===== config.mk =====
export PLATFORM = sky130hd
export DESIGN_NAME = instr_encoder_flat
export DESIGN_NICKNAME = d
export VERILOG_FILES = /design/src/rtl/instr_encoder_if.sv /design/src/rtl/instr_encoder.sv /design/src/flat_wrapper.sv
export SDC_FILE = /design/constraint.sdc
export NUM_CORES = 1
export LEC_CHECK = 0
export ABC_AREA = 1
export CORE_UTILIZATION = 48
export CTS_CLUSTER_SIZE = 30
export DETAILED_ROUTE_END_ITERATION = 10
export GPL_TIMING_DRIVEN = 0
export HOLD_SLACK_MARGIN = 0.08
export PLACE_DENSITY_LB_ADDON = 0.2
export SYNTH_ARGS = -nofsm -noshare
export SYNTH_HDL_FRONTEND = slang
export SYNTH_SLANG_ARGS = --single-unit

===== constraint.sdc =====
create_clock -name clk -period 3.4 [get_ports clk]
set_input_delay 0.68 -clock clk [delete_from_list [all_inputs] [get_ports clk]]
set_output_delay 0.68 -clock clk [all_outputs]
set_load 0.05 [all_outputs]

===== src/rtl/instr_encoder_if.sv =====
// Request and imem-write handshake bundle for the RV32I instruction encoder.
// The master side issues field-level requests and consumes encoded words;
// the slave side is the encoder itself.
interface instr_encoder_if #(
    parameter int ADDR_W = 10
);
    logic              req_valid;
    logic              req_ready;
    logic [3:0]        req_op;
    logic [4:0]        req_rd;
    logic [4:0]        req_rs1;
    logic [4:0]        req_rs2;
    logic [20:0]       req_imm;

    logic              wr_valid;
    logic              wr_ready;
    logic [ADDR_W-1:0] wr_addr;
    logic [31:0]       wr_data;

    modport master (
        output req_valid, req_op, req_rd, req_rs1, req_rs2, req_imm,
        input  req_ready,
        input  wr_valid, wr_addr, wr_data,
        output wr_ready
    );

    modport slave (
        input  req_valid, req_op, req_rd, req_rs1, req_rs2, req_imm,
        output req_ready,
        output wr_valid, wr_addr, wr_data,
        input  wr_ready
    );
endinterface


===== src/rtl/instr_encoder.sv =====
// Sequential RV32I instruction encoder: packs field-level requests into
// 32-bit machine words and streams them into instruction memory at
// auto-incrementing word addresses. A one-entry output register decouples
// request acceptance from the imem write handshake.
module instr_encoder #(
    parameter int ADDR_W = 10,
    parameter int DEPTH  = 256
) (
    input  logic              clk,
    input  logic              rst_n,
    input  logic              start,
    input  logic [ADDR_W-1:0] base_addr,
    instr_encoder_if.slave    bus,
    output logic [ADDR_W-2:0] word_cnt,
    output logic              full,
    output logic              err,
    output logic [1:0]        err_code
);
    localparam int CNT_W = ADDR_W - 1;
    localparam logic [CNT_W-1:0]  DEPTH_CNT  = CNT_W'(DEPTH);
    localparam logic [ADDR_W-1:0] ALIGN_MASK = ~ADDR_W'(3);
    localparam logic [ADDR_W-1:0] WORD_STEP  = ADDR_W'(4);

    localparam logic [3:0] OP_LW   = 4'd0;
    localparam logic [3:0] OP_ADDI = 4'd1;
    localparam logic [3:0] OP_ORI  = 4'd2;
    localparam logic [3:0] OP_ANDI = 4'd3;
    localparam logic [3:0] OP_ADD  = 4'd4;
    localparam logic [3:0] OP_SUB  = 4'd5;
    localparam logic [3:0] OP_OR   = 4'd6;
    localparam logic [3:0] OP_AND  = 4'd7;
    localparam logic [3:0] OP_SLT  = 4'd8;
    localparam logic [3:0] OP_SW   = 4'd9;
    localparam logic [3:0] OP_BEQ  = 4'd10;
    localparam logic [3:0] OP_BNE  = 4'd11;
    localparam logic [3:0] OP_JAL  = 4'd12;
    localparam logic [3:0] OP_JALR = 4'd13;

    localparam logic [6:0] OPC_LOAD   = 7'b0000011;
    localparam logic [6:0] OPC_OPIMM  = 7'b0010011;
    localparam logic [6:0] OPC_OP     = 7'b0110011;
    localparam logic [6:0] OPC_STORE  = 7'b0100011;
    localparam logic [6:0] OPC_BRANCH = 7'b1100011;
    localparam logic [6:0] OPC_JAL    = 7'b1101111;
    localparam logic [6:0] OPC_JALR   = 7'b1100111;

    typedef enum logic {
        ST_EMPTY,
        ST_HOLD
    } state_e;

    state_e            state;
    state_e            state_next;
    logic [ADDR_W-1:0] ptr;
    logic [31:0]       data_q;

    logic [31:0] enc_word;
    logic        illegal;
    logic        range_bad;
    logic        align_bad;
    logic [1:0]  code_new;
    logic        req_ok;
    logic        accept;
    logic        wr_fire;
    logic        i_fits;
    logic        b_fits;

    logic [20:0] imm;
    logic [4:0]  rd;
    logic [4:0]  rs1;
    logic [4:0]  rs2;

    assign imm = bus.req_imm;
    assign rd  = bus.req_rd;
    assign rs1 = bus.req_rs1;
    assign rs2 = bus.req_rs2;

    // 12-bit signed fits when the upper bits are pure sign extension;
    // branch offsets additionally exclude +4095 so the top of range is +4094.
    assign i_fits = (&imm[20:11]) | ~(|imm[20:11]);
    assign b_fits = ((&imm[20:12]) | ~(|imm[20:12])) && (imm != 21'd4095);

    assign bus.wr_valid  = (state == ST_HOLD);
    assign bus.wr_addr   = ptr;
    assign bus.wr_data   = data_q;
    assign full          = (word_cnt == DEPTH_CNT);
    assign bus.req_ready = rst_n && !full && (!bus.wr_valid || bus.wr_ready) && !start;

    assign accept  = bus.req_valid && bus.req_ready;
    assign wr_fire = bus.wr_valid && bus.wr_ready && !start;

    // Pack the request fields into the machine word and flag illegal/out-of-range/misaligned requests
    always_comb begin
        enc_word  = 32'd0;
        illegal   = 1'b0;
        range_bad = 1'b0;
        align_bad = 1'b0;
        case (bus.req_op)
            OP_LW: begin
                enc_word  = {imm[11:0], rs1, 3'b010, rd, OPC_LOAD};
                range_bad = !i_fits;
            end
            OP_ADDI: begin
                enc_word  = {imm[11:0], rs1, 3'b000, rd, OPC_OPIMM};
                range_bad = !i_fits;
            end
            OP_ORI: begin
                enc_word  = {imm[11:0], rs1, 3'b110, rd, OPC_OPIMM};
                range_bad = !i_fits;
            end
            OP_ANDI: begin
                enc_word  = {imm[11:0], rs1, 3'b111, rd, OPC_OPIMM};
                range_bad = !i_fits;
            end
            OP_ADD:  enc_word = {7'b0000000, rs2, rs1, 3'b000, rd, OPC_OP};
            OP_SUB:  enc_word = {7'b0100000, rs2, rs1, 3'b000, rd, OPC_OP};
            OP_OR:   enc_word = {7'b0000000, rs2, rs1, 3'b110, rd, OPC_OP};
            OP_AND:  enc_word = {7'b0000000, rs2, rs1, 3'b111, rd, OPC_OP};
            OP_SLT:  enc_word = {7'b0000000, rs2, rs1, 3'b010, rd, OPC_OP};
            OP_SW: begin
                enc_word  = {imm[11:5], rs2, rs1, 3'b010, imm[4:0], OPC_STORE};
                range_bad = !i_fits;
            end
            OP_BEQ: begin
                enc_word  = {imm[12], imm[10:5], rs2, rs1, 3'b000, imm[4:1], imm[11], OPC_BRANCH};
                range_bad = !b_fits;
                align_bad = imm[0];
            end
            OP_BNE: begin
                enc_word  = {imm[12], imm[10:5], rs2, rs1, 3'b001, imm[4:1], imm[11], OPC_BRANCH};
                range_bad = !b_fits;
                align_bad = imm[0];
            end
            OP_JAL: begin
                enc_word  = {imm[20], imm[10:1], imm[11], imm[19:12], rd, OPC_JAL};
                align_bad = imm[0];
            end
            OP_JALR: begin
                enc_word  = {imm[11:0], rs1, 3'b000, rd, OPC_JALR};
                range_bad = !i_fits;
            end
            default: illegal = 1'b1;
        endcase
    end

    assign code_new = illegal   ? 2'd1 :
                      range_bad ? 2'd2 :
                      align_bad ? 2'd3 : 2'd0;
    assign req_ok   = (code_new == 2'd0);

    // Output-stage state register; async reset drops any pending word
    always_ff @(posedge clk or negedge rst_n) begin
        if (!rst_n) state <= ST_EMPTY;
        else        state <= state_next;
    end

    // Output-stage next state: start flushes, a legal accept loads, a completed write empties
    always_comb begin
        state_next = state;
        if (start)                                  state_next = ST_EMPTY;
        else if (accept && req_ok)                  state_next = ST_HOLD;
        else if (state == ST_HOLD && bus.wr_ready)  state_next = ST_EMPTY;
    end

    // Capture the encoded word, advance the write pointer/count, and latch the first error
    always_ff @(posedge clk or negedge rst_n) begin
        if (!rst_n) begin
            data_q   <= 32'd0;
            ptr      <= '0;
            word_cnt <= '0;
            err      <= 1'b0;
            err_code <= 2'd0;
        end else if (start) begin
            ptr      <= base_addr & ALIGN_MASK;
            word_cnt <= '0;
            err      <= 1'b0;
            err_code <= 2'd0;
        end else begin
            if (accept && req_ok) data_q <= enc_word;
            if (wr_fire) begin
                ptr      <= ptr + WORD_STEP;
                word_cnt <= word_cnt + CNT_W'(1);
            end
            if (accept && !req_ok && !err) begin
                err      <= 1'b1;
                err_code <= code_new;
            end
        end
    end
endmodule


===== src/flat_wrapper.sv =====
// flat-port wrapper written by rule: the top's interface ports become plain ports
module instr_encoder_flat 
#(
    parameter int ADDR_W = 10,
    parameter int DEPTH  = 256
)
  (clk, rst_n, start, base_addr, word_cnt, full, err, err_code, bus_req_valid, bus_req_op, bus_req_rd, bus_req_rs1, bus_req_rs2, bus_req_imm, bus_req_ready, bus_wr_valid, bus_wr_addr, bus_wr_data, bus_wr_ready);
  instr_encoder_if #(.ADDR_W(ADDR_W)) bus_i ();
  input  logic clk;
  input  logic rst_n;
  input  logic start;
  input  logic [ADDR_W-1:0] base_addr;
  output logic [ADDR_W-2:0] word_cnt;
  output logic full;
  output logic err;
  output logic [1:0] err_code;
  input wire logic [$bits(bus_i.req_valid)-1:0] bus_req_valid;
  input wire logic [$bits(bus_i.req_op)-1:0] bus_req_op;
  input wire logic [$bits(bus_i.req_rd)-1:0] bus_req_rd;
  input wire logic [$bits(bus_i.req_rs1)-1:0] bus_req_rs1;
  input wire logic [$bits(bus_i.req_rs2)-1:0] bus_req_rs2;
  input wire logic [$bits(bus_i.req_imm)-1:0] bus_req_imm;
  output wire logic [$bits(bus_i.req_ready)-1:0] bus_req_ready;
  output wire logic [$bits(bus_i.wr_valid)-1:0] bus_wr_valid;
  output wire logic [$bits(bus_i.wr_addr)-1:0] bus_wr_addr;
  output wire logic [$bits(bus_i.wr_data)-1:0] bus_wr_data;
  input wire logic [$bits(bus_i.wr_ready)-1:0] bus_wr_ready;
  assign bus_i.req_valid = bus_req_valid;
  assign bus_i.req_op = bus_req_op;
  assign bus_i.req_rd = bus_req_rd;
  assign bus_i.req_rs1 = bus_req_rs1;
  assign bus_i.req_rs2 = bus_req_rs2;
  assign bus_i.req_imm = bus_req_imm;
  assign bus_req_ready = bus_i.req_ready;
  assign bus_wr_valid = bus_i.wr_valid;
  assign bus_wr_addr = bus_i.wr_addr;
  assign bus_wr_data = bus_i.wr_data;
  assign bus_i.wr_ready = bus_wr_ready;
  instr_encoder #(.ADDR_W(ADDR_W), .DEPTH(DEPTH)) u_core (.clk(clk), .rst_n(rst_n), .start(start), .base_addr(base_addr), .bus(bus_i), .word_cnt(word_cnt), .full(full), .err(err), .err_code(err_code));
endmodule

* Word level (Yosys, flattened, before mapping)
Index checks and enable logic that the tools add are counted.
Operators by class: mux-type cells 17, eq/ne operators 15, add/sub/neg operators 2, bitwise operators 5, reduce and logical (&&, ||, !) cells 32
Operators by type and width (count):
- $pmux 32 s14 | 1
- $eq 4x4->1 const B | 6
- $ne 21x12->1 const B | 1
- $mux 10 | 2
- $mux 9 | 2
- $eq 4x3->1 const B | 4
- $reduce_or 14->1 | 1
- $add 10x3->10 const B | 1
- $logic_and 1x1->1 | 10
- $mux 2 | 5
- $reduce_and 10->1 | 1
- $reduce_or 10->1 | 1
- $add 9x1->9 const B | 1
- $eq 9x9->1 const B | 1
- $reduce_and 9->1 | 1
- $reduce_or 9->1 | 1
- $eq 4x2->1 const B | 2
- $logic_not 1->1 | 7
- $mux 1 | 6
- $reduce_or 6->1 | 1
- $eq 4x1->1 const B | 1
- $logic_not 4->1 | 1
- $reduce_bool 2->1 | 2
- $not 1->1 | 3
- other kinds (8) | 9
Word-level totals: flip-flop bits (word level) 55, input bits 55, word-level logic and storage cells 77

* Longest topological paths before layout
Gate-level depths: netlist (run 1).
depth after elaboration 14, depth in mapped cells 13, mapped depth without buffers 12

* Worst setup path after synthesis (run 1)
No wires, ideal clock.
kind register to output, start reg u_core.word_cnt[0], end out bus_req_ready, stages on the path, launching flop included 8, setup slack 0.250 ns, data arrival time 2.470 ns, buffers on the path 0, required time 2.720 ns, path through dfrtp_1 inv_1 ha_1 nand4_1 nor2_1 nand2_1 inv_1 nor3_1
On the way: cells in the longest elaborated chain, start to end 5
Ends and longest elaborated chain:
- from (decl) | RTL line instr_encoder.sv:14 | output logic [ADDR_W-2:0] word_cnt,
- from (signal assigned) | RTL line instr_encoder.sv:182 | word_cnt <= word_cnt + CNT_W'(1);
- $eq 9x9->1 | RTL line instr_encoder.sv:86 | assign full = (word_cnt == DEPTH_CNT);
- named net full | RTL line flat_wrapper.sv:14 | output logic full;
- $logic_not 1->1 | RTL line instr_encoder.sv:87 | assign bus.req_ready = rst_n && !full && (!bus.wr_valid || bus.wr_ready) && !start;
- $logic_and 1x1->1 (3 in a row) | RTL line instr_encoder.sv:87
- to (decl) | RTL line flat_wrapper.sv:23 | output wire logic [$bits(bus_i.req_ready)-1:0] bus_req_ready;
The timed path passes the listed nets, and every way through them passes these cells.

* Worst setup path in the final report (run 1)
start in rst_n, end out bus_req_ready
On the way: cells in the longest elaborated chain, start to end 3
Ends and longest elaborated chain:
- from (decl) | RTL line flat_wrapper.sv:10 | input logic rst_n;
- $logic_and 1x1->1 (3 in a row) | RTL line instr_encoder.sv:87
No other way between the ends.

==> impl_metrics.yaml, run 1 <==
run_status:
  status: "finished, final reports clean"
global_route:
  grt.overflow.total: 0
  grt.total_usage_pct: 26.4
  grt_pass1_vias: 2996
  grt_pass1_wl_um: 13300
  antenna_found_initial: 0
  grt_start_max_net_pins: 34
job:
  drv_cap: 0
power:
  internal_power_mw: 1.15
  p_per_area_mw_per_mm2: 464
  p_seq_share_pct: 39.2
  switching_share_pct: 41.9
  switchingPower_mw: 0.827
  power_frac_comb_pct: 42.6
  ir_worst_vdd_mv: 0.329
  cellLeakagePower_nw: 2.07
  p_clk_share_pct: 18.2
final_layout:
  final-seq-area_mm2: 0.00130
  antenna_cells: 0
  layout.nets: 598
  drive_gt1_share_pct: 6.10
  syn_to_final_growth_pct: 42.1
  design_area_mm2: 0.00426
  multi_input_area_mm2: 0.00145
  fill_cells: 487
routing:
  wire_per_inst_um: 13.1
  ant_nets: 0
  drt-initial-drc-count: 177
  first_pass_iters: 4
  route.vias.total: 3223
  wirelength_um: 8060
  viasPerCell: 5.23
  drcViolationCount: 0
setup_path:
  critPathKind: "input port to output port"
  slowest_stage: "clkdlybuf4s50_1"
  crit_path_start_kind: "input port"
  worstPathRequired_ns: 2.72
  worstPathBufferInverterCount: 3
  cp.arrival_ns: 2.45
  rrSetupSlack_ns: 1.44
  crit-reg2reg-launch: "u_core.word_cnt[0]"
  critPathMaxFanout: 33
  cp_top_family: "buffers and inverters"
  rr_worst_depth: 10
  endpoint_kind: "output port"
  r2r_end: "u_core.bus.wr_data[19]"
  path_cells: "buf_2, buf_12, nand2_1, nor3_1, clkdlybuf4s50_1"
  max_stage_delay_ns: 0.82
clock_network:
  clkTransAtPathRegs_ns: 0.10
  root_buffer: "clkbuf_8"
  tritoncts: "done"
  clock-sinks: 52
  htree_levels: 2
  clk_path_buf_depth: 2
  clk_latency_ns: 0.31
  cts_hold_buf: 0
  cts_buffers: 5
  cts_resized: 0
  postCtsSetupRepairBufs: 0
sta:
  hold_ws_ns: 0.316
  setup_tns_ns: 0
  final.min_clock_period_ns: 3.13
  slew_headroom_pct: 64.6
  worstMarginPinSlew_ns: 0.529
  fin_crit_sh_pct: 92.0
  slew_violations: 0
  setup_viol: 0
  skew_ns: 0.0109
  fmax_ghz: 0.320
  hold_viol: 0
  rsz0062_at_grt: "no"
placement:
  gp_congestion: 0.927
  io_buffers: 106
  dpl.hpwl_um: 6410
  placed_cell_area_mm2: 0.00417
min_path:
  hp-class: "input port to async pin"
yosys:
  synth-seq-cells: 52
  synth-main-ff-cell: "dfrtp_1"
  yosysTopAreaCellShare_pct: 43.4
  synth.avg_cell_area_um2: 7.05
  syn_area_mm2: 0.00300
  synth_edf_count: 0
  synth_area_leaders: "dfrtp_1 43%, nand2_1 18%, nand3_1 7.3%"
  synth_common_cells: "145 x nand2_1, 52 x dfrtp_1, 50 x nor2_1, 44 x nand3_1, 42 x inv_1"
  post-synth-top-count-cell: "nand2_1"
  synth.yosys.warnings: 0
  synth.yosys.seq_area_share_pct: 43.4
  postSynth.asyncResetShare_pct: 100
  synthCells: 425
  synth.distinct_cells: 31
  yosys.area.top_type: "dfrtp_1"
floorplanning:
  core-area_mm2: 0.00596
  pin_count: 112
  start_util_pct: 50.3
  row_count: 28
  die-area_mm2: 0.00656
  die_x_um: 81.0
  dieHeight_um: 81.0
## worst max-delay path by stage
stage,start,end,depth (start not counted)
after global routing,rst_n,bus_req_ready,5
final,rst_n,bus_req_ready,5
after floorplan,u_core.word_cnt[0],bus_req_ready,7
after global placement,rst_n,bus_req_ready,4
after detailed placement,rst_n,bus_req_ready,5
after CTS,rst_n,bus_req_ready,5
## through the flow
step	utilization, %	total power [mW]	cells	setup WS, ns
floorplan	-	1.29	426	0.250
global placement	69.8	1.61	607	-1.43
detailed placement	70.0	1.63	608	0.216
CTS	71.5	1.98	616	0.217
global route	71.5	2.06	616	0.0388
finish	71.5	1.98	616	0.270
## worst reg2reg max path: stages, from the launching register on
cell,delay [ns]
dfrtp_1,0.45
inv_1,0.08
ha_1,0.21
nand4_1,0.10
nor2_1,0.04
nand2_1,0.06
nand3_1,0.11
inv_1,0.17
buf_1,0.42
nand3_1,0.16
nand2_1,0.10
## kinds of logic after synthesis
group | count (synthesis) | synth area share [%]
simple gates | 257 | 36.2
fa+ha+maj | 3 | 1.25
compound gates | 48 | 9.14
xor+xnor | 5 | 1.46
flops | 52 | 43.4
buf+inv | 59 | 8.43
other cells | 1 | 0.125
## placed cells by master (no fill, tap or decap), drive strengths merged, types with 2 or more instances in the layout
cell type	n
ha	3
clkdlybuf4s50	105
xor2	2
o21ai	30
o211ai	3
nand4	2
o221ai	4
nor3b	2
nand3b	2
a21oi	8
nand3	46
dfrtp	52
nand2	148
inv	45
clkbuf	7
buf	15
conb	2
nor3	3
xnor2	3
nor2	54
## registers in the layout, summed over array words and instances (netlist names)
register / count
u_core.err_code: 2
u_core.word_cnt: 9
u_core.err: 1
u_core.bus.wr_data: 31
u_core.bus.wr_valid: 1
u_core.bus.wr_addr: 8
## power by group through the flow
stage	Combinational [mW]	Clock [mW]	Sequential, mW
2_1_floorplan	0.181	0	1.11
3_3_place_gp	0.831	0	0.782
3_5_place_dp	0.844	0	0.786
4_1_cts	0.846	0.362	0.774
5_1_grt	0.896	0.386	0.783
6_report	0.842	0.359	0.774
## cell type report
type | count | share of cell area, %
clock buffer | 6 | 1.70
multi-input combinational | 315 | 34.0
timing repair buffer | 107 | 25.3
inverter | 45 | 3.97
sequential | 52 | 30.6
tap | 75 | 2.20
buffer | 14 | 1.97
clock inverter | 2 | 0.382
## layer usage
metal / share of wire [%] / vias up / global-route usage, %
li1: - / 1574 / -
met1: 41 / 1488 / 32.5
met2: 50 / 141 / 46.2
met3: 6.9 / 20 / 4.16
met4: 2.3 / 0 / 10.2
met5: 0 / - / 0
Note: power is estimated with default switching activity, not from simulation.
==> run 2: changes to the inputs <==
SLEW_MARGIN = 20   (was unset)
==> impl_metrics.yaml, run 2 (same netlist as run 1, synthesis figures left out) <==
run_status:
  status: "finished, final reports clean"
power:
  ir_worst_vdd_mv: 0.380
  cellLeakagePower_nw: 2.08
  p_per_area_mw_per_mm2: 493
setup_path:
  crit_path_start_kind: "input port"
  critPathKind: "input port to output port"
  endpoint_kind: "output port"
  path_cells: "buf_4, nand2_1, nor3_1, clkdlybuf4s50_1"
  r2r_end: "u_core.bus.wr_data[18]"
  worstPathBufferInverterCount: 2
  rr_worst_depth: 10
  max_stage_delay_ns: 0.82
  cp.arrival_ns: 2.38
  critPathMaxFanout: 53
  cp_top_family: "buffers and inverters"
  crit-reg2reg-launch: "u_core.word_cnt[0]"
  slowest_stage: "clkdlybuf4s50_1"
  crit_start: "rst_n"
  worstPathRequired_ns: 2.72
  rrSetupSlack_ns: 1.39
routing:
  wire_per_inst_um: 13.2
  route.vias.total: 3180
  drcViolationCount: 0
  ant_nets: 0
  wl_met1_um: 3340
  viasPerCell: 5.18
  top_layer_used: "met4"
  first_pass_iters: 5
  dr_wl_met3_um: 591
  wirelength_um: 8090
  drt-initial-drc-count: 155
  met2_length_um: 4060
placement:
  gp_congestion: 0.927
  io_buffers: 106
  dpl.hpwl_um: 6270
  pre_cts_ws_ns: 0.302
  dp_cells: 607
clock_network:
  clkTransAtPathRegs_ns: 0.10
  clk_path_buf_depth: 2
  clock-sinks: 52
  tritoncts: "done"
  cts_resized: 0
  postCtsSetupRepairBufs: 0
  htree_levels: 2
  cts_hold_buf: 0
  root_buffer: "clkbuf_8"
  cts_buffers: 5
  clk_latency_ns: 0.31
sta:
  slew_violations: 0
  hold_viol: 0
  rsz0062_at_grt: "no"
  final.min_clock_period_ns: 3.06
  worst_slack_ns: 0.342
  skew_ns: 0.0140
  setup_viol: 0
  fmax_ghz: 0.327
  fin_crit_sh_pct: 90.0
  slew_headroom_pct: 55.4
  worstMarginPinSlew_ns: 0.669
floorplanning:
  dieHeight_um: 81.0
  start_util_pct: 50.3
  die_x_um: 81.0
  core-area_mm2: 0.00596
  pin_count: 112
  die-area_mm2: 0.00656
  row_count: 28
final_layout:
  final_common_cell: "nand2_1"
  layout.nets: 597
  syn_to_final_growth_pct: 42.9
  fin_cells: 614
  antenna_cells: 0
  fill_cells: 500
  largest_reg_flops: 31
  drive_gt1_share_pct: 5.94
  layout_common_cells: "145 x nand2_1, 105 x clkdlybuf4s50_1, 52 x dfrtp_1"
global_route:
  grt_pass1_vias: 2937
  antenna_found_initial: 0
  grt_start_max_net_pins: 54
  grt_pass1_wl_um: 13000
  grt.overflow.total: 0
  grt.total_usage_pct: 25.6
job:
  drv_cap: 0
min_path:
  hp-class: "input port to async pin"
==> run 2: cell count changes in the layout (fill, tap and decap cells not counted), sizes merged <==
cell	change
buf	-1
bufinv	+2
clkinv	-1
clkbuf	-1
clkinvlp	-1
==> run 2: area by class of cell <==
class	count	area (µm²)	area share [%]
clock buffer	5	68.8	1.61
inverter	45	169	3.95
timing repair buffer	106	1060	24.7
clock inverter	2	60.1	1.40
multi-input combinational	315	1450	33.8
sequential	52	1300	30.4
tap	75	93.8	2.19
buffer	14	83.8	1.96
==> run 2: worst reg2reg max path: cells and delay by family (launching register included) <==
kind,cells,cell delay (ns)
fa+ha+maj,1,0.21
buf+inv,3,0.66
flops,1,0.45
simple gates,6,0.61
==> run 2: per-layer routing <==
layer / track usage, % / vias to the layer above
li1: - / 1577
met1: 31.2 / 1452
met2: 46.3 / 140
met3: 4.27 / 11
met4: 7.32 / 0
met5: 0 / -
==> run 2: through the flow <==
stage / power [mW] / util (%) / hold WS [ns] / TNS (ns) / instance area [µm²]
floorplan: 1.29 / - / 0.384 / 0 / 3000
global placement: 1.61 / 69.8 / 0.454 / -26.80 / 4160
detailed placement: 1.63 / 69.7 / 0.461 / 0 / 4150
CTS: 2.11 / 71.9 / 0.423 / 0 / 4280
global route: 2.19 / 71.9 / 0.452 / 0 / 4280
finish: 2.11 / 71.9 / 0.388 / 0 / 4280
==> run 2: power breakdown <==
part | switching, mW | internal [mW]
Clock | 0.205 | 0.290
Combinational | 0.554 | 0.287
Sequential | 0.0610 | 0.712
Total | 0.820 | 1.29
==> run 2: how the worst max path moves through the flow <==
stage	end	slack (ns)	cells past startpoint
final	bus_req_ready	0.34	4
after global routing	bus_req_ready	0.14	4
after CTS	bus_req_ready	0.31	4
after detailed placement	bus_req_ready	0.30	4
after global placement	bus_req_ready	-1.43	4
after floorplan	bus_req_ready	0.25	7
==> run 3: changes to the inputs <==
GPL_ROUTABILITY_DRIVEN = 0   (was unset)
==> impl_metrics.yaml, run 3 (same netlist as run 1, synthesis figures left out) <==
setup_path:
  cp.arrival_ns: 2.39
  cp_top_family: "buffers and inverters"
  worstPathRequired_ns: 2.72
  endpoint_kind: "output port"
  max_stage_delay_ns: 0.82
  worstPathBufferInverterCount: 2
  slowest_stage: "clkdlybuf4s50_1"
  critPathKind: "input port to output port"
  critPathMaxFanout: 53
  crit_path_start_kind: "input port"
  path_cells: "buf_4, nand2_1, nor3_1, clkdlybuf4s50_1"
clock_network:
  cts_resized: 0
  postCtsSetupRepairBufs: 0
  clk_path_buf_depth: 2
  clock-sinks: 52
  cts_buffers: 5
  cts_hold_buf: 0
  htree_levels: 2
  root_buffer: "clkbuf_8"
  tritoncts: "done"
  clkTransAtPathRegs_ns: 0.10
  clk_latency_ns: 0.31
floorplanning:
  die_x_um: 81.0
  row_count: 28
  die-area_mm2: 0.00656
  pin_count: 112
  start_util_pct: 50.3
  dieHeight_um: 81.0
  core-area_mm2: 0.00596
sta:
  slew_violations: 0
  setup_viol: 0
  fin_crit_sh_pct: 90.3
  fmax_ghz: 0.326
  skew_ns: 0.0105
  hold_viol: 0
  slew_headroom_pct: 54.9
  final.min_clock_period_ns: 3.07
  worstMarginPinSlew_ns: 0.677
  rsz0062_at_grt: "no"
power:
  p_per_area_mw_per_mm2: 468
  ir_worst_vdd_mv: 0.370
  cellLeakagePower_nw: 2.06
  fin_total_pwr_mw: 1.99
routing:
  ant_nets: 0
  drcViolationCount: 0
  wirelength_um: 8020
  viasPerCell: 5.23
  first_pass_iters: 5
  drt-initial-drc-count: 158
  wire_per_inst_um: 13.0
  route.vias.total: 3215
global_route:
  met1_usage_pct: 29.7
  antenna_found_initial: 0
  gr-usage-met3_pct: 3.82
  grt_pass1_vias: 3034
  grt_pass1_wl_um: 12900
  grt_start_max_net_pins: 54
  grt.total_usage_pct: 25.5
  use_met2_pct: 47.1
  busiest_layer: "met2"
  grt.overflow.total: 0
run_status:
  status: "finished, final reports clean"
final_layout:
  final_common_cell: "nand2_1"
  syn_to_final_growth_pct: 41.8
  largest_reg_flops: 31
  fin_util_pct: 71.4
  layout_common_cells: "145 x nand2_1, 105 x clkdlybuf4s50_1, 52 x dfrtp_1"
  drive_gt1_share_pct: 6.11
  layout.nets: 597
  antenna_cells: 0
  fill_cells: 518
placement:
  io_buffers: 106
  dpl.hpwl_um: 6290
min_path:
  hp-class: "input port to async pin"
job:
  drv_cap: 0
run 3: cell types whose count changed in the layout (fill, tap and decap cells not counted), sizes merged:
cell / change
bufinv: -2
clkinvlp: +2
clkbuf: +1
run 3: report_power, final:
group	switching (mW)	leakage (nW)	internal, mW
clock	0.212	0.0434	0.165
combinational	0.553	1.34	0.287
sequential	0.0616	0.673	0.712
total	0.826	2.06	1.16
run 3: final cells by class:
class | instances | area, µm² | area share [%]
tap | 75 | 93.8 | 2.21
buffer | 14 | 83.8 | 1.97
inverter | 45 | 169 | 3.97
sequential | 52 | 1300 | 30.6
clock inverter | 2 | 15.0 | 0.353
timing repair buffer | 106 | 1060 | 24.9
multi-input combinational | 315 | 1450 | 34.0
clock buffer | 6 | 82.6 | 1.94
run 3: through the flow:
step / TNS [ns] / cell area, µm² / worst slack [ns] / hold slack, ns / std cells
floorplan: 0 / 3000 / 0.250 / 0.384 / 426
global placement: -26.15 / 4160 / -1.41 / 0.453 / 607
detailed placement: 0 / 4150 / 0.290 / 0.458 / 607
CTS: 0 / 4250 / 0.291 / 0.423 / 615
global route: 0 / 4250 / 0.122 / 0.448 / 615
finish: 0 / 4250 / 0.329 / 0.387 / 615
run 3: path summary, 6_finish.rpt:
path                                       start                     end  cells past startpoint  slack [ns]
setup / recovery                           rst_n           bus_req_ready                      4        0.33
hold / removal                             rst_n   u_core.bus.wr_addr[9]                      1        0.39
setup reg to reg              u_core.word_cnt[0]  u_core.bus.wr_data[15]                     10        1.33
hold reg to reg            u_core.bus.wr_data[7]   u_core.bus.wr_data[7]                      2        0.48
max in group asynchronous                  rst_n  u_core.bus.wr_data[22]                      1        2.54
min in group clk           u_core.bus.wr_data[7]   u_core.bus.wr_data[7]                      2        0.48
run 3: layer usage:
layer	routed length (µm)	vias to the layer above
met4	125	0
li1	-	1573
met1	3230	1485
met3	557	14
met2	4110	143
met5	0	-
run 3: worst register-to-register path, stage by stage, from the launching register on:
cell and delay, ns:
dfrtp_1 0.45, inv_1 0.07, ha_1 0.21, nand4_1 0.10
nor2_1 0.04, nand2_1 0.07, nand3_1 0.13, inv_1 0.18
buf_1 0.44, nand3_1 0.19, nand2_1 0.11
